**config.mk**
```make
export PLATFORM = sky130hd
export DESIGN_NAME = mem_stage_ctrl
export DESIGN_NICKNAME = d
export VERILOG_FILES = /design/src/rtl/mem_stage_pkg.sv /design/src/rtl/mem_stage_ctrl_byte_lane_align.sv /design/src/rtl/mem_stage_ctrl.sv
export SDC_FILE = /design/constraint.sdc
export NUM_CORES = 1
export LEC_CHECK = 0
export ABC_AREA = 1
export CORE_MARGIN = 10
export CORE_UTILIZATION = 49
export CTS_BUF_LIST = sky130_fd_sc_hd__clkbuf_4 sky130_fd_sc_hd__clkbuf_8
export CTS_CLUSTER_SIZE = 14
export DETAILED_ROUTE_END_ITERATION = 16
export PLACE_DENSITY_LB_ADDON = 0.08
export SYNTH_ARGS = -nofsm -noshare
export SYNTH_HDL_FRONTEND = slang
export SYNTH_SLANG_ARGS = --single-unit
```
**constraint.sdc**
```tcl
create_clock -name clk -period 9.2 [get_ports clk]
set_input_delay 0.92 -clock clk [delete_from_list [all_inputs] [get_ports clk]]
set_output_delay 0.92 -clock clk [all_outputs]
set_load 0.02 [all_outputs]
```
**src/rtl/mem_stage_pkg.sv**
```systemverilog
// mem_stage_pkg: shared types and helpers for the MEM-stage access controller.
//   state_t      : controller FSM states (IDLE, BUSY, DONE)
//   SZ_*         : legal transfer sizes in bytes
//   size_mask()  : byte-lane mask for a transfer size (0 for an illegal size)
//   align_mask() : low address bits that must be zero for a given size
package mem_stage_pkg;

  typedef enum logic [1:0] {
    IDLE = 2'd0,
    BUSY = 2'd1,
    DONE = 2'd2
  } state_t;

  localparam logic [3:0] SZ_B = 4'd1;
  localparam logic [3:0] SZ_H = 4'd2;
  localparam logic [3:0] SZ_W = 4'd4;
  localparam logic [3:0] SZ_D = 4'd8;

  function automatic logic [7:0] size_mask(input logic [3:0] size);
    logic [7:0] m;
    case (size)
      SZ_B:    m = 8'h01;
      SZ_H:    m = 8'h03;
      SZ_W:    m = 8'h0F;
      SZ_D:    m = 8'hFF;
      default: m = 8'h00;
    endcase
    return m;
  endfunction

  function automatic logic [2:0] align_mask(input logic [3:0] size);
    logic [2:0] m;
    case (size)
      SZ_H:    m = 3'b001;
      SZ_W:    m = 3'b011;
      SZ_D:    m = 3'b111;
      default: m = 3'b000;
    endcase
    return m;
  endfunction

endpackage

```
**src/rtl/mem_stage_ctrl_byte_lane_align.sv**
```systemverilog
// byte_lane_align: combinational byte-lane steering for the MEM stage.
//   off        : addr[2:0], byte offset inside the doubleword
//   size       : transfer size in bytes (1/2/4/8)
//   wdata_in   : store data, right-justified
//   rdata_in   : raw doubleword from backing memory
//   be         : byte enables, size mask shifted to the offset
//   wdata_out  : store data shifted into its byte lanes
//   rdata_out  : load data shifted down and zero-extended to size bytes
//   misaligned : offset not a multiple of size
//   size_ok    : size is one of 1/2/4/8
module byte_lane_align
  import mem_stage_pkg::*;
#(
  parameter int DATA_W = 64
) (
  input  logic [2:0]        off,
  input  logic [3:0]        size,
  input  logic [DATA_W-1:0] wdata_in,
  input  logic [DATA_W-1:0] rdata_in,
  output logic [7:0]        be,
  output logic [DATA_W-1:0] wdata_out,
  output logic [DATA_W-1:0] rdata_out,
  output logic              misaligned,
  output logic              size_ok
);

  localparam int LANES = DATA_W / 8;

  logic [7:0]        mask8;
  logic [LANES-1:0]  lane_mask;
  logic [DATA_W-1:0] rdata_shift;

  assign mask8       = size_mask(size);
  assign lane_mask   = LANES'(mask8);
  assign be          = mask8 << off;
  assign wdata_out   = wdata_in << {off, 3'b000};
  assign rdata_shift = rdata_in >> {off, 3'b000};
  assign size_ok     = (mask8 != 8'h00);
  assign misaligned  = ((off & align_mask(size)) != 3'b000);

  // Zero every lane above the transfer size so loads come out zero-extended.
  genvar gi;
  generate
    for (gi = 0; gi < LANES; gi++) begin : g_lane
      assign rdata_out[8*gi +: 8] = lane_mask[gi] ? rdata_shift[8*gi +: 8] : 8'h00;
    end
  endgenerate

endmodule

```
**src/rtl/mem_stage_ctrl.sv**
```systemverilog
// mem_stage_ctrl: MEM-stage controller replacing a single-cycle data memory.
// Takes the EX/MEM access (addr, write_data, mem_read/mem_write, xfer_size),
// issues one handshaked request to a variable-latency backing memory, stalls
// the pipeline while it is outstanding and returns zero-extended load data.
//   clk, rst                 : clock, asynchronous active-high reset
//   addr, write_data         : access address and store data from EX/MEM
//   mem_read, mem_write      : access type from EX/MEM
//   xfer_size                : bytes per access (1/2/4/8)
//   read_data                : registered, zero-extended load result
//   stall                    : freeze upstream pipeline registers
//   err                      : sticky error (misaligned/size/rd+wr/timeout)
//   mem_req/we/addr/wdata/be : registered request to backing memory
//   mem_ack, mem_rdata       : one-cycle completion pulse and read data
module mem_stage_ctrl
  import mem_stage_pkg::*;
#(
  parameter int ADDR_W         = 64,
  parameter int DATA_W         = 64,
  parameter int TIMEOUT_CYCLES = 64
) (
  input  logic              clk,
  input  logic              rst,
  input  logic [ADDR_W-1:0] addr,
  input  logic [DATA_W-1:0] write_data,
  input  logic              mem_read,
  input  logic              mem_write,
  input  logic [3:0]        xfer_size,
  output logic [DATA_W-1:0] read_data,
  output logic              stall,
  output logic              err,
  output logic              mem_req,
  output logic              mem_we,
  output logic [ADDR_W-1:0] mem_addr,
  output logic [DATA_W-1:0] mem_wdata,
  output logic [7:0]        mem_be,
  input  logic              mem_ack,
  input  logic [DATA_W-1:0] mem_rdata
);

  localparam int CNT_W = $clog2(TIMEOUT_CYCLES + 1);

  state_t            state_reg, state_next;
  logic [2:0]        off_reg;
  logic [3:0]        size_reg;
  logic [CNT_W-1:0]  cnt_reg;

  logic [2:0]        lane_off;
  logic [3:0]        lane_size;
  logic [7:0]        lane_be;
  logic [DATA_W-1:0] lane_wdata;
  logic [DATA_W-1:0] lane_rdata;
  logic              lane_misaligned;
  logic              lane_size_ok;

  logic              access;
  logic              legal;
  logic              timeout_hit;
  logic              stall_fsm;

  // In IDLE the aligner looks at the live access (to build the request);
  // once busy it uses the latched offset/size to extract the returned data.
  assign lane_off  = (state_reg == IDLE) ? addr[2:0] : off_reg;
  assign lane_size = (state_reg == IDLE) ? xfer_size : size_reg;

  byte_lane_align #(
    .DATA_W(DATA_W)
  ) u_align (
    .off       (lane_off),
    .size      (lane_size),
    .wdata_in  (write_data),
    .rdata_in  (mem_rdata),
    .be        (lane_be),
    .wdata_out (lane_wdata),
    .rdata_out (lane_rdata),
    .misaligned(lane_misaligned),
    .size_ok   (lane_size_ok)
  );

  assign access      = mem_read | mem_write;
  assign legal       = (mem_read ^ mem_write) & lane_size_ok & ~lane_misaligned;
  // Counter starts at 0 on the first BUSY cycle, so the last allowed cycle
  // is TIMEOUT_CYCLES-1; an ack in that cycle still wins over the timeout.
  assign timeout_hit = (cnt_reg == CNT_W'(TIMEOUT_CYCLES - 1));

  always_ff @(posedge clk or posedge rst) begin
    if (rst) begin
      state_reg <= IDLE;
    end else begin
      state_reg <= state_next;
    end
  end

  always_comb begin
    state_next = state_reg;
    stall_fsm  = 1'b0;
    case (state_reg)
      IDLE: begin
        if (legal) begin
          stall_fsm  = 1'b1;
          state_next = BUSY;
        end
      end
      BUSY: begin
        stall_fsm = 1'b1;
        if (mem_ack || timeout_hit) begin
          state_next = DONE;
        end
      end
      DONE: begin
        state_next = IDLE;
      end
      default: begin
        state_next = IDLE;
      end
    endcase
  end

  // Reset must release the pipeline immediately, even before the state
  // register has been observed by the combinational decode.
  assign stall = stall_fsm & ~rst;

  always_ff @(posedge clk or posedge rst) begin
    if (rst) begin
      read_data <= '0;
      err       <= 1'b0;
      mem_req   <= 1'b0;
      mem_we    <= 1'b0;
      mem_addr  <= '0;
      mem_wdata <= '0;
      mem_be    <= '0;
      off_reg   <= '0;
      size_reg  <= '0;
      cnt_reg   <= '0;
    end else begin
      case (state_reg)
        IDLE: begin
          if (access) begin
            if (legal) begin
              mem_req   <= 1'b1;
              mem_we    <= mem_write;
              mem_addr  <= {addr[ADDR_W-1:3], 3'b000};
              mem_wdata <= lane_wdata;
              mem_be    <= lane_be;
              off_reg   <= addr[2:0];
              size_reg  <= xfer_size;
              cnt_reg   <= '0;
            end else begin
              err       <= 1'b1;
              read_data <= '0;
            end
          end
        end
        BUSY: begin
          if (mem_ack) begin
            mem_req <= 1'b0;
            if (!mem_we) begin
              read_data <= lane_rdata;
            end
          end else if (timeout_hit) begin
            mem_req   <= 1'b0;
            err       <= 1'b1;
            read_data <= '0;
          end else begin
            cnt_reg <= cnt_reg + CNT_W'(1);
          end
        end
        default: begin
        end
      endcase
    end
  end

endmodule

```
---- Yosys cells after proc, flatten, opt, wreduce, memory -nomap -nowiden ----
Cells that the tools add are included.
storage, ports and cells
  register bits ........................... 216
  bits of input ports ..................... 201
  output and inout bits ................... 204
  word-level logic and storage cells ...... 87
cells by class
  $add $sub $neg .......................... 1
  equal/unequal tests ..................... 15
  shifts and indexed selects .............. 3
  mux-type cells .......................... 38
  bitwise logic cells ..................... 8
  reduce and logical (&&, ||, !) cells .... 11
operators with widths
  kind                                                                    number
  64-bit 2-to-1 mux                                                       5
  64-bit case mux with 2 select lines                                     1
  8-bit 2-to-1 mux                                                        8
  64-bit by 6-bit << shifter with 64-bit output                           1
  64-bit by 6-bit >> shifter with 64-bit output                           1
  8-bit case mux with 4 select lines                                      1
  7-bit 2-to-1 mux                                                        4
  5-bit AND reduction                                                     3
  2-bit != test (second input constant)                                   7
  7-bit case mux with 2 select lines                                      1
  1-bit 2-to-1 mux                                                        9
  3-bit case mux with 3 select lines                                      1
  8-bit nonzero test                                                      1
  8-bit by 3-bit << shifter with 8-bit output                             1
  7-bit by 1-bit adder with 7-bit output (second input constant)          1
  7-bit by 6-bit equality test with 1-bit output (second input constant)  1
  3-bit != test (second input constant)                                   2
  1-bit case mux with 2 select lines                                      3
  4-bit by 1-bit equality test with 1-bit output (second input constant)  1
  4-bit by 2-bit equality test with 1-bit output (second input constant)  1
  4-bit by 3-bit equality test with 1-bit output (second input constant)  1
  4-bit equality test (second input constant)                             1
  2-bit 2-to-1 mux                                                        2
  4-bit 2-to-1 mux                                                        1
  other kinds (15)                                                        18

---- Longest topological paths before layout ----
  depth in word-level cells ............... 11
  depth in mapped cells ................... 15
  gate-level depth less buffers ........... 14

---- Modules after synthesis ----
From an unflattened synthesis, not the netlist that was laid out.
second synthesis, totals
  cell total of the unflattened synthesis .. 1991
  area, all modules ....................... 13331.5 um2
by module, submodules not included
  module           times used  cells each  area an instance (um2)  seq. area each (um2)
  mem_stage_ctrl   1           1147        9565.4                  5405.2
  byte_lane_align  1           844         3766.1                  0.0

---- Worst setup path after synthesis ----
Ideal clock, no wire load.
  kind .................................... input port to output port
  start ................................... input port xfer_size[0]
  end ..................................... output port stall
  data arrival time ....................... 2313 ps
  required time ........................... 8280 ps
  path slack .............................. 5967 ps
  stages .................................. 8
  path buffers ............................ 1
  cells stage by stage .................... nand2_1 -> nand2_1 -> nor2_2 -> nand3_2 -> nand3_2 -> nand4_2 -> clkbuf_1 -> a21oi_1
between the ends
  longest elaborated chain between the ends .. 10
  elaborated cells between the ends (all ways) .. 16
  those cells by class .................... 4 x eq/ne; 5 x mux; 5 x bitwise; 2 x reduce/logical
ends and longest elaborated chain
  element                                                                     line                   text
  from (decl)                                                                 mem_stage_ctrl.sv:27   input logic [3:0] xfer_size,
  4-bit 2-to-1 mux *                                                          mem_stage_ctrl.sv:63   assign lane_size = (state_reg == IDLE) ? xfer_size : size_reg;
  branches (longest 5 deep; another with 8-bit case mux with 4 select lines)  -
  1-bit AND *                                                                 mem_stage_ctrl.sv:80   assign legal = (mem_read ^ mem_write) & lane_size_ok & ~lane_misaligned;
  1-bit 2-to-1 mux *                                                          mem_stage_ctrl.sv:98   if (legal) begin
  1-bit case mux with 2 select lines *                                        mem_stage_ctrl.sv:96   case (state_reg)
  1-bit AND *                                                                 mem_stage_ctrl.sv:120  assign stall = stall_fsm & ~rst;
  to (decl)                                                                   mem_stage_ctrl.sv:29   output logic stall,
Mark *: on every way between the ends.

---- Worst setup path in the final report ----
  start ................................... register state_reg[1]
  end ..................................... output port stall
between the ends
  longest elaborated chain between the ends .. 11
  elaborated cells between the ends (all ways) .. 19
  those cells by class .................... 5 x eq/ne; 6 x mux; 5 x bitwise; 3 x reduce/logical
ends and longest elaborated chain
  element                                                                     line                   text
  from (decl)                                                                 mem_stage_ctrl.sv:42   state_t state_reg, state_next;
  from (signal assigned)                                                      mem_stage_ctrl.sv:89   state_reg <= state_next;
  branches (longest 9 deep; another with 8-bit case mux with 4 select lines)  -
  1-bit case mux with 2 select lines *                                        mem_stage_ctrl.sv:96
  1-bit AND *                                                                 mem_stage_ctrl.sv:120
Marks and branches as above.

==> out/summary.md <==
• 4.37 ns — register-to-register setup slack
• 1.02 ns — slew at the pin closest to its max-slew limit
• 216 — Yosys reg bits
• 0 — total DRC errors in the routed layout
• 5.50 — Vias/cell
• 57.5% — Comb power frac
• 0.68 ns — CP peak stage delay
• mem_addr[17] — endpoint of the lowest-slack register-to-register path
• 2.83 mW — switching power summed over all nets
• 31.6% — tightest slew margin relative to the limit
• 13500 — via count of the first global-routing pass
• 181 µm — DIE WIDTH
• 0 — count of instances resized after the clock tree is built
• 8.28 ns — data required time of the worst path
• 181 µm — die height
• 34 — library cells used by synthesis
• 2 — H-Tree Depth
• sky130_fd_sc_hd__nand2_1 — cell type with the highest occurrence count on the critical path
• 37.8% — Syn-to-layout area delta
• finished clean — status
• 5.78 mW — Tot Pwr
• 41 — clock buffer count from CTS
• sky130_fd_sc_hd__nand2_4 — Max stage delay cell, worst path
• 5.17 ns — final critical-path required period
• 0 — residual overflow from global routing
• 49300 µm — final WL
• 0.06 ns — Worst-path clk slew
• 0 ns — Post-Route Setup TNS
• output pin — Worst setup EP type
• 405 — boundary pin count
• 0 — final number of setup-violating endpoints
• 0.193 GHz — timing-limited maximum frequency
• sky130_fd_sc_hd__dfrtp_1 — post-synthesis cell type with the largest combined area
• 329 mW/mm² — ratio of total power to cell area
• 58 — Row Count
• stall — crit path capture
• 34800 µm — placed wire-length estimate after detailed placement
• 0 — number of max-cap violations
• 0.0254 mm² — core area
• 5.15% — share of layout cells above drive strength 1
• 56.2% — fraction of the cycle the final worst path needs
• 6.75 µm² — synthesized area per cell
• 18.0% — Clock Power Share
• 1891 — Synth Instances
• 14200 — DR vias
• 42.4% — sequential cell area fraction in the yosys report
• 0.0254 ns — clk_skew
• 0.0167 mm² — cell area after placement
• done — TritonCTS clock tree
• 2497 — Cell Count Post-Placement
• 0 — final count of pins violating max slew
• state_reg[1] — launch instance of the worst register-to-register path
• 147 — pin count of the biggest net entering global routing
• sky130_fd_sc_hd__nand2_1 — most instantiated library cell after synthesis
• 28.8% — overall routing resource usage
• 12 — depth of the worst register-to-register path
• 0 — number of endpoints with negative hold slack in the final report
• 4.25 ns — endpoint arrival time on the critical path
• state_reg[1] — worst setup path start
• 0.0176 mm² — final instance area
• 0.0128 mm² — Cell Area, Synth
• 0 — Final ANT Viol Nets
• 2.95 mW — Internal
• 2190 — Filler Cell Count
• 2573 — number of non-filler instances in the completed layout
• 3 — number of buffers between clock root and the deepest sink
• 77200 µm — first-pass GRT wire length
• 24.5% — Reg power frac
• sky130_fd_sc_hd__dfrtp_1 42%, sky130_fd_sc_hd__nand2_1 24%, sky130_fd_sc_hd__nand3_1 10%, sky130_fd_sc_hd__o21ai_0 6.1%, sky130_fd_sc_hd__nor2_1 3.0% — leading post-synthesis cells by cell area
• 0.0329 mm² — die outline area
• flip-flop — element type at the critical path start
• 2413 — number of nets at the end of the flow
• 0 — hold-fix buffer count after cts
• reg2reg — Hold Path Class
• sky130_fd_sc_hd__dfrtp_1 — Main synth FF type
• 401 — quantity of I/O buffers inserted on ports
• 19.2 µm — post-detailed-route wirelength per cell
• 0 — number of flops mapped to enable cells by yosys
• 42.4% — top-area cell type share of the netlist area
• 0.967 — final weighted congestion of routability-driven global placement
• 0 — number of warnings issued by yosys
• 1439 — 1st-iter DRT viols
• 799 x sky130_fd_sc_hd__nand2_1, 262 x sky130_fd_sc_hd__nand3_1, 216 x sky130_fd_sc_hd__dfrtp_1 — Post-synth top cells
• 50.2% — starting density of the core
• 8 — first drt pass iteration count
• sky130_fd_sc_hd__clkbuf_8 — Clock Root Buffer
• 216 — total number of clock tree sinks
• reg2out — startpoint-to-endpoint class of the critical path
• 100% — async set or reset register ratio after synthesis
• 0.56 ns — source-to-sink clock delay at the later pin of the worst-skew pair
• 8.63 nW — Leakage
• 101 — worst-path fanout max
• 0 — buffers inserted by post-CTS timing repair
• nor2_4 > nand2_1 > nand2_4 > nand2_1 > nand4_4 > buf_4 > a21oi_1 > clkdlybuf4s50_1 — cell chain of the critical path
• no — RSZ-0062 raised after global routing
• 48.9% — switching portion of total power
• 214 µV — largest vdd supply drop
• mem_wdata (64), read_data (64), mem_addr (61) — registers with the most flip-flops
• 10 — number of antenna violations at the first check in global routing
power by group through the flow:
stage               logic, mW  registers [mW]  clock network, mW
CTS                      3.31            1.41               1.05
detailed placement       3.29            1.43                  0
floorplan                1.89            1.71                  0
finish                   3.32            1.42               1.04
global placement         3.25            1.42                  0
global route             3.67            1.45               1.09
layout make-up:
class | instances | area (µm²) | area share (%)
inverter | 76 | 297 | 1.69
tap | 330 | 413 | 2.35
clock buffer | 59 | 756 | 4.30
timing repair buffer | 419 | 4150 | 23.6
multi-input combinational | 1456 | 6420 | 36.5
sequential | 216 | 5410 | 30.7
antenna | 9 | 22.5 | 0.128
clock inverter | 8 | 125 | 0.712
placed cells by master (no fill, tap or decap), types with 5 or more instances in the layout:
cell type	count
sky130_fd_sc_hd__clkbuf_4	9
sky130_fd_sc_hd__nor4_1	9
sky130_fd_sc_hd__nand3_1	262
sky130_fd_sc_hd__inv_2	5
sky130_fd_sc_hd__or2_2	8
sky130_fd_sc_hd__buf_4	18
sky130_fd_sc_hd__dfrtp_1	216
sky130_fd_sc_hd__nand2_1	797
sky130_fd_sc_hd__nor3_1	11
sky130_fd_sc_hd__diode_2	9
sky130_fd_sc_hd__clkdlybuf4s50_1	401
sky130_fd_sc_hd__clkbuf_8	50
sky130_fd_sc_hd__a21oi_1	48
sky130_fd_sc_hd__nor2_1	101
sky130_fd_sc_hd__inv_1	68
sky130_fd_sc_hd__o21ai_0	155
sky130_fd_sc_hd__o211ai_1	19
sky130_fd_sc_hd__nand4_1	11
per-stage QoR:
step	utilization (%)	setup slack, ns	hold slack, ns
after floorplan	-	2.37	0.442
after global placement	65.7	4.16	0.441
after detailed placement	65.7	4.07	0.444
after CTS	69.1	4.03	0.458
after global routing	69.2	3.76	0.487
final	69.2	4.03	0.459
routing by layer:
metal	up-vias	track usage (%)	wire length, µm
met5	-	0	41
met4	6	10.4	1490
met3	92	8.57	5190
met2	729	43.6	22100
met1	6574	38.1	20500
li1	6763	-	-
worst max-delay path, delay by kind of cell, from the launching register on:
family | cells | cell delay [ns]
compound gates | 1 | 0.14
flops | 1 | 0.48
simple gates | 5 | 1.85
buf+inv | 2 | 1.17
cell families (layout without fill, tap and decap cells):
| group | after synthesis | count (layout) | share of synthesized area [%] |
|---|---|---|---|
| fa+ha+maj | 2 | 2 | 0.196 |
| simple gates | 1212 | 1212 | 39.3 |
| compound gates | 232 | 232 | 9.64 |
| mux | 4 | 4 | 0.314 |
| other cells | 1 | 12 | 0.0294 |
| buf+inv | 221 | 562 | 7.94 |
| flops | 216 | 216 | 42.4 |
| xor+xnor | 3 | 3 | 0.206 |
worst min-delay path by stage:
stage                  from      endpoint  slack, ns  cells past startpoint
6_report                err           err       0.46                      1
5_1_grt        mem_addr[20]  mem_addr[20]       0.49                      2
4_1_cts                 err           err       0.46                      1
3_5_place_dp            err           err       0.44                      1
3_3_place_gp            err           err       0.44                      1
2_1_floorplan    off_reg[2]    off_reg[2]       0.44                      2
No activity file was read; power rests on OpenSTA's default activity.
==> patch: new RTL, config.mk and constraints unchanged <==
Put one more register stage on the output `err`, cleared by the reset. The value now appears one clock later. The other outputs are not delayed to match.
--- a/src/rtl/mem_stage_ctrl.sv
+++ b/src/rtl/mem_stage_ctrl.sv
@@ -40,2 +40,4 @@
   localparam int CNT_W = $clog2(TIMEOUT_CYCLES + 1);
+
+  logic err_s0;
 
@@ -124,3 +126,3 @@
       read_data <= '0;
-      err       <= 1'b0;
+      err_s0    <= 1'b0;
       mem_req   <= 1'b0;
@@ -147,3 +149,3 @@
             end else begin
-              err       <= 1'b1;
+              err_s0    <= 1'b1;
               read_data <= '0;
@@ -160,3 +162,3 @@
             mem_req   <= 1'b0;
-            err       <= 1'b1;
+            err_s0    <= 1'b1;
             read_data <= '0;
@@ -172,2 +174,10 @@
 
+  always_ff @(posedge clk or posedge rst) begin
+    if (rst) begin
+      err <= '0;
+    end else begin
+      err <= err_s0;
+    end
+  end
+
 endmodule
Formal check against the unedited RTL: not equivalent (a bounded check fails within 4 cycles, from zero or initial values and one cycle with rst high).
==> patch against the original RTL <==
  * Area after synthesis decreased by 0.86%
  * Fmax increased by 11%
  * Cell count increased by 0.39%
  * Total power decreased by 0.72%
  * Wire length decreased by 1.1%
  * Sequential cell count increased by 1
  * Design area decreased by 0.97%
  * Worst setup slack improved by 510 ps
  * Via count decreased by 2.2%
  * Critical path type unchanged
  * Largest power group unchanged
  * Highest routed layer unchanged
==> patch: results (changes against the original RTL) <==
- Met2 wire length: 23300 um (was 22100 um)
- Crit path max-delay cell type: buf_4 (was nand2_4)
- Vias in the first global route: 13400 (was 13500)
- CTS buffer count: 40 (was 41)
- Number of nets in the layout: 2426 (was 2413)
- Initial antenna violation count: 8 (was 10)
- Vias per cell: 5.36 (was 5.50)
- Largest net degree at the start of global routing: 149 (was 147)
- Measured slew at the worst slew-check pin: 1390 ps (was 1020 ps)
- Routability cong.: 0.950 (was 0.967)
- Drt first-iter violations: 1429 (was 1439)
- Worst-path maximum fanout: 80 (was 101)
- Fraction of layout cells with a size suffix above 1: 0.0511 (was 0.0515)
- Peak supply drop: 0.247 mV (was 0.214 mV)
- First-pass GRT wire length: 75400 um (was 77200 um)
- Clock latency on the worst-skew pair: 540 ps (was 560 ps)
- Total GRT Usage: 0.285 (was 0.288)
- Metal-1 WL: 18200 um (was 20500 um)
- Synth area leaders: dfrtp_1, nand2_1, o21ai_0 (was dfrtp_1, nand2_1, nand3_1)
- Outcome: finished, final reports clean (unchanged)
- Slowest Stage Delay on Critical Path: 630 ps (was 680 ps)
- Detailed-placement wirelength estimate: 35500 um (was 34800 um)
- Met3 WL post-DR: 4870 um (was 5190 um)
- Sequential-to-total area share from yosys stat: 0.429 (was 0.424)
- Clock skew: 10.4 ps (was 25.4 ps)
- Routed wire length: 48700 um (was 49300 um)
- Worst EP arrival: 3740 ps (was 4250 ps)
- Synth cell count leaders: nand2_1, dfrtp_1, o21ai_0 (was nand2_1, nand3_1, dfrtp_1)
- Leakage power: 8.61 nW (was 8.63 nW)
- Biggest registers after layout: mem_wdata: 64 flops, read_data: 64 flops, mem_addr: 61 flops (unchanged)
[patch: cell count changes after synthesis, sizes merged, moves of 13 or more]
cell,before,now
buf,74,60
nand3,264,131
nand2,801,936
nand4,13,31
a21oi,49,36
[patch: path summary, 6_finish.rpt]
check	start	end	slack, ps	cells after the start
max in group asynchronous	rst	mem_addr[5]$_DFFE_PP0P_	6530	3
max reg2reg	state_reg[1]$_DFFE_PP0P_	mem_be[1]$_DFFE_PP0P_	4800	13
min	err_s0$_DFFE_PP0P_	err$_DFF_PP0_	400	0
min in group asynchronous	rst	mem_addr[57]$_DFFE_PP0P_	950	2
min reg2reg	err_s0$_DFFE_PP0P_	err$_DFF_PP0_	400	0
max	state_reg[1]$_DFFE_PP0P_	stall	4540	10
[patch: report_power, final]
group | total [mW] | internal [mW] | switching, mW
combinational | 3.37 | 1.11 | 2.26
sequential | 1.41 | 1.24 | 0.172
clock | 0.960 | 0.542 | 0.418
total | 5.74 | 2.89 | 2.85
[patch: logic make-up after synthesis]
group           Yosys count  synth area share
other cells               1          0.000297
compound gates          228            0.0959
buf+inv                 209            0.0748
fa+ha+maj                 2           0.00198
xor+xnor                  3           0.00208
simple gates           1237             0.396
flops                   217             0.429
[patch: worst register-to-register path: cells and delay by family (launching register included)]
kind / cells / cell delay [ps]
compound gates: 1 / 90
buf+inv: 4 / 2030
flops: 1 / 460
simple gates: 8 / 1720
[patch: stage by stage]
stage / cells / power [mW] / setup slack, ps
2_1_floorplan: 1899 / 3.62 / 2340
3_3_place_gp: 2511 / 4.72 / 4460
3_5_place_dp: 2511 / 4.77 / 4400
4_1_cts: 2580 / 5.75 / 4530
5_1_grt: 2583 / 6.17 / 4280
6_report: 2583 / 5.74 / 4540
[patch: layer usage]
metal	vias to the layer above	track usage
li1	6688	-
met1	6419	0.327
met2	605	0.466
met3	124	0.0954
met4	10	0.139
met5	-	0
[patch: area by class of cell]
class                           count  area [um2]
Fill cell                        2302        7840
Multi-Input combinational cell   1473        6320
Sequential cell                   217        5430
Timing Repair Buffer              415        4120
Clock buffer                       64         787
Tap cell                          330         413
Inverter                           76         294
Clock inverter                      5        41.3
Antenna cell                        3        7.51
